===== src/rtl/inst_queue.sv =====
// inst_queue: multi-lane fetch-to-issue instruction FIFO.
// Valid write lanes are compacted into consecutive slots in program order.
// The READ_PORT oldest entries are presented to issue, and the consumer pops
// 0..READ_PORT of them per cycle. All outputs come from registered state only.
module inst_queue #(
  parameter int unsigned DATA_WIDTH  = 32,
  parameter int unsigned DEPTH       = 8,
  parameter int unsigned WRITE_PORT  = 2,
  parameter int unsigned READ_PORT   = 2,
  parameter int unsigned ALMOST_FULL = 6
) (
  input  logic                                 clk,
  input  logic                                 rst_n,
  input  logic                                 flush_i,
  input  logic                                 write_valid_i,
  output logic                                 write_ready_o,
  input  logic [WRITE_PORT-1:0]                write_mask_i,
  input  logic [WRITE_PORT*DATA_WIDTH-1:0]     write_data_i,
  output logic [READ_PORT-1:0]                 read_valid_o,
  output logic [READ_PORT*DATA_WIDTH-1:0]      read_data_o,
  input  logic                                 read_ready_i,
  input  logic [$clog2(READ_PORT+1)-1:0]       read_num_i,
  output logic [$clog2(DEPTH+1)-1:0]           count_o,
  output logic                                 almost_full_o
);

  localparam int unsigned AW = (DEPTH > 1) ? $clog2(DEPTH) : 1;
  localparam int unsigned CW = $clog2(DEPTH + 1);

  logic [DATA_WIDTH-1:0] mem_q [DEPTH];
  logic [DATA_WIDTH-1:0] mem_d [DEPTH];
  logic [AW-1:0]         rptr_q, rptr_d;
  logic [AW-1:0]         wptr_q, wptr_d;
  logic [CW-1:0]         count_q, count_d;

  logic [AW-1:0]         waddr [WRITE_PORT];
  logic [CW-1:0]         n_w;
  logic [CW-1:0]         n_r;
  logic [CW-1:0]         num_ext;
  logic                  wr_fire;
  logic                  rd_fire;

  // Status outputs derived from the registered occupancy only.
  always_comb begin
    write_ready_o = (count_q <= CW'(DEPTH - WRITE_PORT));
    almost_full_o = (count_q >= CW'(ALMOST_FULL));
    count_o       = count_q;
  end

  // Read lanes: the j-th oldest entry and its thermometer valid bit.
  always_comb begin
    read_valid_o = '0;
    read_data_o  = '0;
    for (int unsigned j = 0; j < READ_PORT; j++) begin
      read_valid_o[j]                         = (count_q > CW'(j));
      read_data_o[j*DATA_WIDTH +: DATA_WIDTH] = mem_q[rptr_q + AW'(j)];
    end
  end

  // Compaction: each set lane lands at wptr plus the number of set lanes below it.
  always_comb begin
    logic [CW-1:0] acc;
    acc = '0;
    for (int unsigned k = 0; k < WRITE_PORT; k++) begin
      waddr[k] = wptr_q + acc[AW-1:0];
      acc      = acc + CW'(write_mask_i[k]);
    end
    n_w = acc;
  end

  // Next-state: fire qualification, pop clipping, pointer/count/memory update.
  always_comb begin
    wr_fire = write_valid_i & write_ready_o & ~flush_i;
    rd_fire = read_ready_i & ~flush_i;
    num_ext = CW'(read_num_i);
    n_r     = (num_ext > count_q) ? count_q : num_ext;

    mem_d   = mem_q;
    rptr_d  = rptr_q;
    wptr_d  = wptr_q;
    count_d = count_q;

    if (flush_i) begin
      rptr_d  = '0;
      wptr_d  = '0;
      count_d = '0;
    end else begin
      if (wr_fire) begin
        for (int unsigned k = 0; k < WRITE_PORT; k++) begin
          if (write_mask_i[k]) begin
            mem_d[waddr[k]] = write_data_i[k*DATA_WIDTH +: DATA_WIDTH];
          end
        end
        wptr_d = wptr_q + n_w[AW-1:0];
      end
      if (rd_fire) begin
        rptr_d = rptr_q + n_r[AW-1:0];
      end
      count_d = count_q + (wr_fire ? n_w : '0) - (rd_fire ? n_r : '0);
    end
  end

  // State registers; reset clears storage so read_data_o starts at zero.
  always_ff @(posedge clk or negedge rst_n) begin
    if (!rst_n) begin
      for (int unsigned i = 0; i < DEPTH; i++) begin
        mem_q[i] <= '0;
      end
      rptr_q  <= '0;
      wptr_q  <= '0;
      count_q <= '0;
    end else begin
      mem_q   <= mem_d;
      rptr_q  <= rptr_d;
      wptr_q  <= wptr_d;
      count_q <= count_d;
    end
  end

endmodule

===== config.mk =====
export PLATFORM = sky130hd
export DESIGN_NAME = inst_queue
export DESIGN_NICKNAME = d
export VERILOG_FILES = /design/src/rtl/inst_queue.sv
export SDC_FILE = /design/constraint.sdc
export NUM_CORES = 1
export LEC_CHECK = 0
export CORE_MARGIN = 5
export CORE_UTILIZATION = 60
export CTS_CLUSTER_DIAMETER = 100
export DETAILED_ROUTE_END_ITERATION = 10
export GPL_TIMING_DRIVEN = 0
export PLACE_DENSITY = 0.86
export SETUP_SLACK_MARGIN = 0.2
export SLEW_MARGIN = 15
export SYNTH_ARGS = -nofsm -noshare
export SYNTH_HDL_FRONTEND = slang
export SYNTH_SLANG_ARGS = --single-unit

===== constraint.sdc =====
create_clock -name clk -period 4.9 [get_ports clk]
set_clock_uncertainty 0.2 [all_clocks]
set_input_delay 0.735 -clock clk [delete_from_list [all_inputs] [get_ports clk]]
set_output_delay 0.735 -clock clk [all_outputs]
set_load 0.02 [all_outputs]

==> results of run 1 <==
## power by group through the flow
stage	registers (W)	clock network (W)	logic, W
4_1_cts	0.00354	0.00229	0.00609
3_5_place_dp	0.00355	0	0.00606
3_3_place_gp	0.00349	0	0.00594
2_1_floorplan	0.00334	0	0.00406
6_report	0.00359	0.00230	0.00619
5_1_grt	0.00365	0.00239	0.00645
## critical path: cells and delay by family (launching register included)
kind / cells / cell delay [ns]
multiplexers: 2 / 0.77
buffers and inverters: 3 / 1.89
flip-flops: 1 / 0.52
## Yosys cell counts (2+ instances only)
library cell / count / area [µm²]
sky130_fd_sc_hd__o22ai_1: 226 / 1410
sky130_fd_sc_hd__nor2b_1: 6 / 37.5
sky130_fd_sc_hd__buf_2: 76 / 380
sky130_fd_sc_hd__mux2_2: 67 / 754
sky130_fd_sc_hd__nand4bb_1: 3 / 33.8
sky130_fd_sc_hd__buf_6: 5 / 56.3
sky130_fd_sc_hd__mux2i_1: 5 / 50.1
sky130_fd_sc_hd__nor2_1: 9 / 33.8
sky130_fd_sc_hd__buf_1: 22 / 82.6
sky130_fd_sc_hd__a21oi_1: 5 / 25.0
sky130_fd_sc_hd__nor4bb_1: 2 / 20.0
sky130_fd_sc_hd__nand2_1: 6 / 22.5
sky130_fd_sc_hd__ha_1: 15 / 188
sky130_fd_sc_hd__xor2_1: 2 / 17.5
sky130_fd_sc_hd__a2bb2oi_1: 256 / 2240
sky130_fd_sc_hd__nand4_1: 4 / 25.0
sky130_fd_sc_hd__nand4b_1: 7 / 61.3
sky130_fd_sc_hd__or2_2: 8 / 50.1
sky130_fd_sc_hd__a21o_1: 2 / 15.0
sky130_fd_sc_hd__xnor2_1: 3 / 26.3
sky130_fd_sc_hd__clkbuf_1: 112 / 420
sky130_fd_sc_hd__mux4_2: 128 / 2880
sky130_fd_sc_hd__nand2b_1: 4 / 25.0
sky130_fd_sc_hd__and2_1: 2 / 12.5
sky130_fd_sc_hd__o22ai_2: 30 / 375
sky130_fd_sc_hd__dfrtp_1: 266 / 6660
sky130_fd_sc_hd__fa_1: 4 / 80.1
sky130_fd_sc_hd__a21oi_2: 5 / 43.8
sky130_fd_sc_hd__inv_1: 6 / 22.5
## worst paths after layout
kind                                               end  cells after the start              startpoint
min in group clk                mem_q[151]$_DFFE_PN0P_                      1  mem_q[151]$_DFFE_PN0P_
worst max-delay path                    read_data_o[0]                      5   rptr_q[1]$_DFFE_PN0P_
worst min register to register  mem_q[151]$_DFFE_PN0P_                      1  mem_q[151]$_DFFE_PN0P_
max in group asynchronous        mem_q[82]$_DFFE_PN0P_                      2                   rst_n
worst max register to register    count_o[2]$_DFF_PN0_                     15    count_o[3]$_DFF_PN0_
worst min-delay path            mem_q[195]$_DFFE_PN0P_                      1                   rst_n
## metrics by stage
step	total power, W	instance area [µm²]	hold WS [ns]	util	TNS, ns
2_1_floorplan	0.00740	16200	0.239	-	0
3_3_place_gp	0.00944	17400	0.333	0.651	-2285.96
3_5_place_dp	0.00961	17500	0.346	0.653	0
4_1_cts	0.0119	18500	0.0574	0.690	0
5_1_grt	0.0125	18500	0.0907	0.691	0
6_report	0.0121	18500	0.0325	0.691	0
## kinds of logic after synthesis
group | Yosys count
AOI/OAI and AO/OA | 528
xor gates and xnor gates | 6
adders and majority gates | 19
buffers and inverters | 221
DFF | 266
muxes | 200
and+or+nand+nor | 59
## sequential cells by signal, summed over array words and instances (netlist names)
name     cells
mem_q      256
wptr_q       3
count_o      4
rptr_q       3
## per-layer routing
layer,vias up,routed length (µm)
li1,5551,-
met5,-,44
met4,6,3660
met2,1342,24700
met1,7192,20000
met3,350,8440
## final cells by class
cell class	instances	area (µm²)
multi-input combinational	812	8550
fill	1857	8270
sequential	266	6660
buffer	215	940
timing repair buffer	82	861
clock buffer	37	826
tap	341	427
clock inverter	16	168
inverter	6	22.5
antenna	3	7.51
==> impl_metrics.prom, run 1 <==
# TYPE chip_impl_metric gauge
chip_impl_metric{name="power.ir.vdd_worst",unit="mV"} 0.518
chip_impl_info{name="setup_repair_after_global_routing_missed_its_margin",value="no"} 1
chip_impl_info{name="worst_path_most_repeated_cell",value="sky130_fd_sc_hd__clkbuf_1"} 1
chip_impl_metric{name="slew_headroom",unit=""} 0.370
chip_impl_metric{name="share_of_total_power_in_sequential_cells",unit=""} 0.297
chip_impl_info{name="hold_class",value="input port to asynchronous set/reset pin"} 1
chip_impl_metric{name="post_cts_buffers",unit=""} 0
chip_impl_info{name="layout.cells.most_common",value="sky130_fd_sc_hd__dfrtp_1"} 1
chip_impl_metric{name="synth-simple-area-share",unit=""} 0.0242
chip_impl_metric{name="maxClockFrequency",unit="MHz"} 215
chip_impl_metric{name="grt_antenna_before_repair",unit=""} 6
chip_impl_metric{name="clkLatencyLatePin",unit="ns"} 0.55
chip_impl_metric{name="synth_sequential_area_ratio",unit=""} 0.412
chip_impl_info{name="cts_root_buffer",value="sky130_fd_sc_hd__clkbuf_16"} 1
chip_impl_metric{name="nets_final",unit=""} 1504
chip_impl_metric{name="post-place-cells",unit=""} 1722
chip_impl_metric{name="globalRouteOverflowTotal",unit=""} 0
chip_impl_metric{name="final-max-slew-violation-count",unit=""} 0
chip_impl_metric{name="post-route-period-util",unit=""} 0.951
chip_impl_metric{name="detail_route.wirelength",unit="mm"} 56.8
chip_impl_metric{name="final_period_minus_worst_setup_slack",unit="ns"} 4.66
chip_impl_metric{name="cellLeakagePower",unit="nW"} 7.33
chip_impl_metric{name="setup_slack",unit="ns"} 0.242
chip_impl_metric{name="grt_start_max_net_pins",unit=""} 103
chip_impl_metric{name="effective_utilization_at_floorplan",unit=""} 0.605
chip_impl_metric{name="maximum_fanout_along_the_worst_path",unit=""} 10
chip_impl_metric{name="initial_drc_count",unit=""} 1944
chip_impl_metric{name="synthesis.yosys.warnings",unit=""} 0
chip_impl_metric{name="synth.net_count",unit=""} 1391
chip_impl_metric{name="timing_hold_violations_final",unit=""} 0
chip_impl_metric{name="synthDistinctLibCells",unit=""} 42
chip_impl_metric{name="core_area",unit="µm²"} 26700
chip_impl_metric{name="cts_repair_resize_count",unit=""} 0
chip_impl_metric{name="critical_path_arrival",unit="ns"} 3.72
chip_impl_metric{name="internal_power_consumption",unit="W"} 0.00753
chip_impl_info{name="synth_flop_cell",value="sky130_fd_sc_hd__dfrtp_1"} 1
chip_impl_metric{name="chipHeight",unit="µm"} 174
chip_impl_info{name="final_cell_mix",value="266 x sky130_fd_sc_hd__dfrtp_1, 256 x sky130_fd_sc_hd__a2bb2oi_1, 226 x sky130_fd_sc_hd__o22ai_1"} 1
chip_impl_metric{name="ys_ff_latch",unit=""} 266
chip_impl_metric{name="grt_first_pass_wirelength",unit="mm"} 87.0
chip_impl_metric{name="groute.layer.met3.usage",unit=""} 0.147
chip_impl_metric{name="final_cell_count_no_fill",unit=""} 1778
chip_impl_metric{name="number_of_enable_flip_flop_cells_after_synthesis",unit=""} 0
chip_impl_info{name="timing_worst_setup_path_type",value="flip-flop to output port"} 1
chip_impl_metric{name="routed_wire_length_per_instance",unit="µm"} 32.0
chip_impl_metric{name="route.antenna.remaining_nets",unit=""} 0
chip_impl_metric{name="floorplan_row_count",unit=""} 60
chip_impl_metric{name="portBuffers",unit=""} 80
chip_impl_metric{name="timing.reg2reg.setup_slack",unit="ns"} 0.98
chip_impl_info{name="cpMaxStageDelayCell",value="sky130_fd_sc_hd__clkbuf_1"} 1
chip_impl_metric{name="setup-violations-final",unit=""} 0
chip_impl_metric{name="grtUsageMet1",unit=""} 0.475
chip_impl_metric{name="area.growth.synth_to_final",unit="%"} 14.2
chip_impl_metric{name="synthesis.area_per_instance",unit="µm²"} 12.4
chip_impl_info{name="crit_end_element",value="output port"} 1
chip_impl_metric{name="grt_util_met2",unit=""} 0.531
chip_impl_metric{name="pre_cts_slack",unit="ns"} 0.692
chip_impl_info{name="main_combinational_cell_family_by_area_after_synthesis",value="compound AO/OA/AOI/OAI gates"} 1
chip_impl_metric{name="overall_track_demand_over_capacity_in_global_routing",unit=""} 0.367
chip_impl_metric{name="worst-slew-pin-transition",unit="ns"} 0.946
chip_impl_metric{name="drc_errors",unit=""} 0
chip_impl_metric{name="drtPass1Iterations",unit=""} 7
chip_impl_metric{name="cp_data_required_time",unit="ns"} 3.96
chip_impl_metric{name="critical_path.max_stage_delay",unit="ns"} 0.74
chip_impl_metric{name="floorplan.die_area",unit="µm²"} 30300
chip_impl_metric{name="gp_routability_congestion",unit=""} 0.969
chip_impl_metric{name="cts_num_sinks",unit=""} 266
chip_impl_info{name="tritoncts",value="done"} 1
chip_impl_metric{name="synth_mux_area_frac",unit=""} 0.228
chip_impl_metric{name="share_of_layout_cells_above_drive_strength_1",unit=""} 0.263
chip_impl_metric{name="post_synth_fa_ha_maj_area_fraction",unit=""} 0.0166
chip_impl_metric{name="synth.cell_area",unit="µm²"} 16200
chip_impl_metric{name="compound_gate_portion_of_the_synthesized_area",unit=""} 0.256
chip_impl_info{name="startpoint_type",value="flip-flop"} 1
chip_impl_info{name="top_usage_layer",value="met2"} 1
chip_impl_metric{name="clockPowerShare",unit=""} 0.190
chip_impl_metric{name="post_synth_inst_count",unit=""} 1299
chip_impl_metric{name="async_flop_share",unit=""} 1.00
chip_impl_metric{name="power_switching_share",unit=""} 0.377
chip_impl_metric{name="post_drt_via_cell_ratio",unit=""} 8.12
chip_impl_metric{name="die_x",unit="µm"} 174
chip_impl_metric{name="pin_count",unit=""} 145
chip_impl_metric{name="p_comb_frac",unit=""} 0.512
chip_impl_metric{name="dp.final_hpwl",unit="mm"} 36.7
chip_impl_metric{name="clock_path_buffers",unit=""} 3
chip_impl_metric{name="net_switching_power",unit="W"} 0.00456
chip_impl_metric{name="num_vias",unit=""} 14400
chip_impl_info{name="run_status",value="complete, no violations"} 1
chip_impl_metric{name="vias_in_the_first_global_route",unit=""} 14900
chip_impl_info{name="crit_path_cell_trace",value="clkbuf_1 > clkbuf_1 > mux4_2 > mux2_2 > clkdlybuf4s50_1"} 1
chip_impl_metric{name="inserted_clock_buffers",unit=""} 29
chip_impl_metric{name="h_tree_level_count",unit=""} 1
chip_impl_metric{name="cts_hold_buf",unit=""} 0
chip_impl_metric{name="path_clk_slew",unit="ns"} 0.07
chip_impl_metric{name="max_cap_viol_count",unit=""} 0
chip_impl_metric{name="cellPowerDensity",unit="nW/µm²"} 655
chip_impl_metric{name="synth_xor_xnor_area_share",unit=""} 0.00371
Power figures use the tool's default switching activity.
==> run 2, diff against run 1 <==
PLACE_DENSITY = 0.85   (was 0.86)
==> run 2 against run 1 <==
  * Total power decreased by 0.38%
  * Critical path type unchanged
  * Clock power shrank 2%
  * Cell area barely moved
  * Worst hold slack improved by 0.33 ns
  * Fmax fell by 0.28%
  * Clock-buffer cell count stayed put
  * Combinational power is essentially flat
  * Via count is 0.19% lower
  * Non-clock buffer count grew 2
  * Sequential power is essentially flat
  * Setup slack lost 0.013 ns
==> impl_metrics.prom, run 2 (same netlist as run 1, synthesis figures left out) <==
# TYPE chip_impl_metric gauge
chip_impl_info{name="cpMaxStageDelayCell",value="sky130_fd_sc_hd__clkbuf_1"} 1
chip_impl_metric{name="clock_path_buffers",unit=""} 3
chip_impl_info{name="setup_repair_after_global_routing_missed_its_margin",value="no"} 1
chip_impl_metric{name="path_clk_slew",unit="ns"} 0.06
chip_impl_info{name="final_cell_mix",value="266 x sky130_fd_sc_hd__dfrtp_1, 256 x sky130_fd_sc_hd__a2bb2oi_1, 226 x sky130_fd_sc_hd__o22ai_1"} 1
chip_impl_metric{name="grt_antenna_before_repair",unit=""} 2
chip_impl_metric{name="setup-violations-final",unit=""} 0
chip_impl_metric{name="floorplan.die_area",unit="µm²"} 30300
chip_impl_info{name="run_status",value="complete, no violations"} 1
chip_impl_info{name="layout.cells.most_common",value="sky130_fd_sc_hd__dfrtp_1"} 1
chip_impl_metric{name="share_of_layout_cells_above_drive_strength_1",unit=""} 0.260
chip_impl_metric{name="clkLatencyLatePin",unit="ns"} 0.55
chip_impl_metric{name="drc_errors",unit=""} 0
chip_impl_info{name="timing_worst_setup_path_type",value="flip-flop to output port"} 1
chip_impl_metric{name="worst-slew-pin-transition",unit="ns"} 0.992
chip_impl_info{name="crit_path_cell_trace",value="clkbuf_1 > clkbuf_1 > mux4_2 > mux2_2 > clkdlybuf4s50_1"} 1
chip_impl_metric{name="cts_repair_resize_count",unit=""} 0
chip_impl_metric{name="globalRouteOverflowTotal",unit=""} 0
chip_impl_metric{name="critical_path.max_stage_delay",unit="ns"} 0.81
chip_impl_metric{name="max_cap_viol_count",unit=""} 0
chip_impl_metric{name="area.growth.synth_to_final",unit="%"} 14.1
chip_impl_metric{name="detail_route.wirelength",unit="mm"} 56.8
chip_impl_metric{name="pin_count",unit=""} 145
chip_impl_metric{name="floorplan_row_count",unit=""} 60
chip_impl_info{name="cts_root_buffer",value="sky130_fd_sc_hd__clkbuf_16"} 1
chip_impl_metric{name="final-max-slew-violation-count",unit=""} 0
chip_impl_metric{name="setup_slack",unit="ns"} 0.229
chip_impl_metric{name="routed_wire_length_per_instance",unit="µm"} 32.0
chip_impl_metric{name="share_of_total_power_in_sequential_cells",unit=""} 0.298
chip_impl_metric{name="setup_tns",unit="ns"} 0
chip_impl_metric{name="net_switching_power",unit="W"} 0.00456
chip_impl_metric{name="slew_headroom",unit=""} 0.339
chip_impl_metric{name="cellPowerDensity",unit="nW/µm²"} 652
chip_impl_info{name="hold_class",value="flip-flop to flip-flop"} 1
chip_impl_metric{name="grt_first_pass_wirelength",unit="mm"} 86.2
chip_impl_metric{name="post-route-period-util",unit=""} 0.953
chip_impl_metric{name="power_switching_share",unit=""} 0.378
chip_impl_metric{name="drtPass1Iterations",unit=""} 7
chip_impl_metric{name="effective_utilization_at_floorplan",unit=""} 0.605
chip_impl_metric{name="gp_routability_congestion",unit=""} 0.987
chip_impl_metric{name="internal_power_consumption",unit="W"} 0.00748
chip_impl_metric{name="clockPowerShare",unit=""} 0.187
chip_impl_metric{name="num_vias",unit=""} 14400
chip_impl_metric{name="maxClockFrequency",unit="MHz"} 214
chip_impl_metric{name="core_area",unit="µm²"} 26700
chip_impl_metric{name="h_tree_level_count",unit=""} 1
chip_impl_metric{name="post_drt_via_cell_ratio",unit=""} 8.12
chip_impl_metric{name="nets_final",unit=""} 1505
chip_impl_info{name="worst_path_most_repeated_cell",value="sky130_fd_sc_hd__clkbuf_1"} 1
chip_impl_metric{name="pre_cts_slack",unit="ns"} 0.642
chip_impl_metric{name="power.total",unit="W"} 0.0120
chip_impl_info{name="startpoint_type",value="flip-flop"} 1
chip_impl_metric{name="final_period_minus_worst_setup_slack",unit="ns"} 4.67
chip_impl_metric{name="hold_ws",unit="ns"} 0.362
chip_impl_info{name="tritoncts",value="done"} 1
chip_impl_metric{name="cellLeakagePower",unit="nW"} 7.30
chip_impl_metric{name="grt_start_max_net_pins",unit=""} 93
chip_impl_metric{name="power.ir.vdd_worst",unit="mV"} 0.492
chip_impl_info{name="critPathTopFamily",value="buffers and inverters"} 1
chip_impl_metric{name="maximum_fanout_along_the_worst_path",unit=""} 10
chip_impl_info{name="regMostFlops",value="mem_q"} 1
chip_impl_metric{name="flip_flop_count_of_the_largest_register_after_layout",unit=""} 256
chip_impl_metric{name="dp.final_hpwl",unit="mm"} 36.6
chip_impl_metric{name="crit_buf_inv",unit=""} 3
chip_impl_metric{name="p_comb_frac",unit=""} 0.514
chip_impl_metric{name="cp_data_required_time",unit="ns"} 3.96
chip_impl_metric{name="overall_track_demand_over_capacity_in_global_routing",unit=""} 0.365
chip_impl_metric{name="die_x",unit="µm"} 174
chip_impl_metric{name="initial_drc_count",unit=""} 2135
chip_impl_metric{name="cts_num_sinks",unit=""} 266
chip_impl_metric{name="critical_path_arrival",unit="ns"} 3.74
chip_impl_metric{name="route.antenna.remaining_nets",unit=""} 0
chip_impl_info{name="crit_end_element",value="output port"} 1
chip_impl_metric{name="inserted_clock_buffers",unit=""} 28
chip_impl_metric{name="chipHeight",unit="µm"} 174
chip_impl_metric{name="vias_in_the_first_global_route",unit=""} 14800
chip_impl_metric{name="timing_hold_violations_final",unit=""} 0
chip_impl_metric{name="portBuffers",unit=""} 80
[run 2: cell count changes in the layout (fill, tap and decap cells not counted)]
cell,before,now
sky130_fd_sc_hd__diode_2,3,1
sky130_fd_sc_hd__inv_8,1,0
sky130_fd_sc_hd__clkinv_2,10,5
sky130_fd_sc_hd__clkbuf_8,7,4
sky130_fd_sc_hd__clkbuf_1,113,116
sky130_fd_sc_hd__clkinvlp_4,1,5
sky130_fd_sc_hd__buf_16,2,3
sky130_fd_sc_hd__dlygate4sd3_1,0,1
[run 2: metrics by stage]
stage / std cells / util / area, µm²
2_1_floorplan: 1299 / - / 16200
3_5_place_dp: 1723 / 0.654 / 17500
3_3_place_gp: 1720 / 0.651 / 17400
5_1_grt: 1775 / 0.690 / 18500
6_report: 1776 / 0.691 / 18500
4_1_cts: 1775 / 0.690 / 18500
[run 2: worst register-to-register path: cells and delay by family (launching register included)]
kind	cells	cell delay, ns
fa+ha+maj	4	1.15
flops	1	0.40
simple gates	4	0.56
compound gates	1	0.19
buf+inv	5	1.22
xor+xnor	1	0.16
[run 2: power by group through the flow]
stage | combinational [W] | clock, W | sequential, W
2_1_floorplan | 0.00406 | 0 | 0.00334
4_1_cts | 0.00612 | 0.00223 | 0.00354
5_1_grt | 0.00645 | 0.00232 | 0.00364
3_3_place_gp | 0.00594 | 0 | 0.00349
3_5_place_dp | 0.00606 | 0 | 0.00355
6_report | 0.00619 | 0.00226 | 0.00359
[run 2: what timing repair did]
| action | in CTS | in global routing |
|---|---|---|
| setup buffers | 0 | 0 |
| hold buffers | 1 | 0 |
| endpoints found under the hold margin | 53 | 0 |
[run 2: cell type report]
cell class,count,area [µm²]
Fill cell,1856,8270
Clock inverter,14,161
Inverter,6,22.5
Buffer,215,940
Multi-Input combinational cell,812,8550
Timing Repair Buffer,84,898
Antenna cell,1,2.50
Clock buffer,37,796
Tap cell,341,427
Sequential cell,266,6660
[run 2: path summary, 6_finish.rpt]
| check | depth (start not counted) | to | from | slack (ns) |
|---|---|---|---|---|
| hold / removal | 1 | mem_q[74]$_DFFE_PN0P_ | mem_q[74]$_DFFE_PN0P_ | 0.36 |
| setup reg to reg | 15 | count_o[2]$_DFF_PN0_ | count_o[3]$_DFF_PN0_ | 0.87 |
| hold reg to reg | 1 | mem_q[74]$_DFFE_PN0P_ | mem_q[74]$_DFFE_PN0P_ | 0.36 |
| min in group asynchronous | 2 | count_o[0]$_DFF_PN0_ | rst_n | 0.51 |
| setup / recovery | 5 | read_data_o[18] | rptr_q[1]$_DFFE_PN0P_ | 0.23 |
| max in group asynchronous | 3 | mem_q[237]$_DFFE_PN0P_ | rst_n | 3.13 |
[run 2: layer usage]
metal	vias up	global-route usage	routed length [µm]
met5	-	0.00160	29
met4	4	0.188	3800
met3	350	0.127	8160
met2	1434	0.543	25000
met1	7090	0.478	19800
li1	5536	-	-
==> run 3, diff against run 2 <==
HOLD_SLACK_MARGIN = 0.08   (was not set)
==> results of run 3 <==
No change in the layout: final DEF, timing and power equal those of run 2.
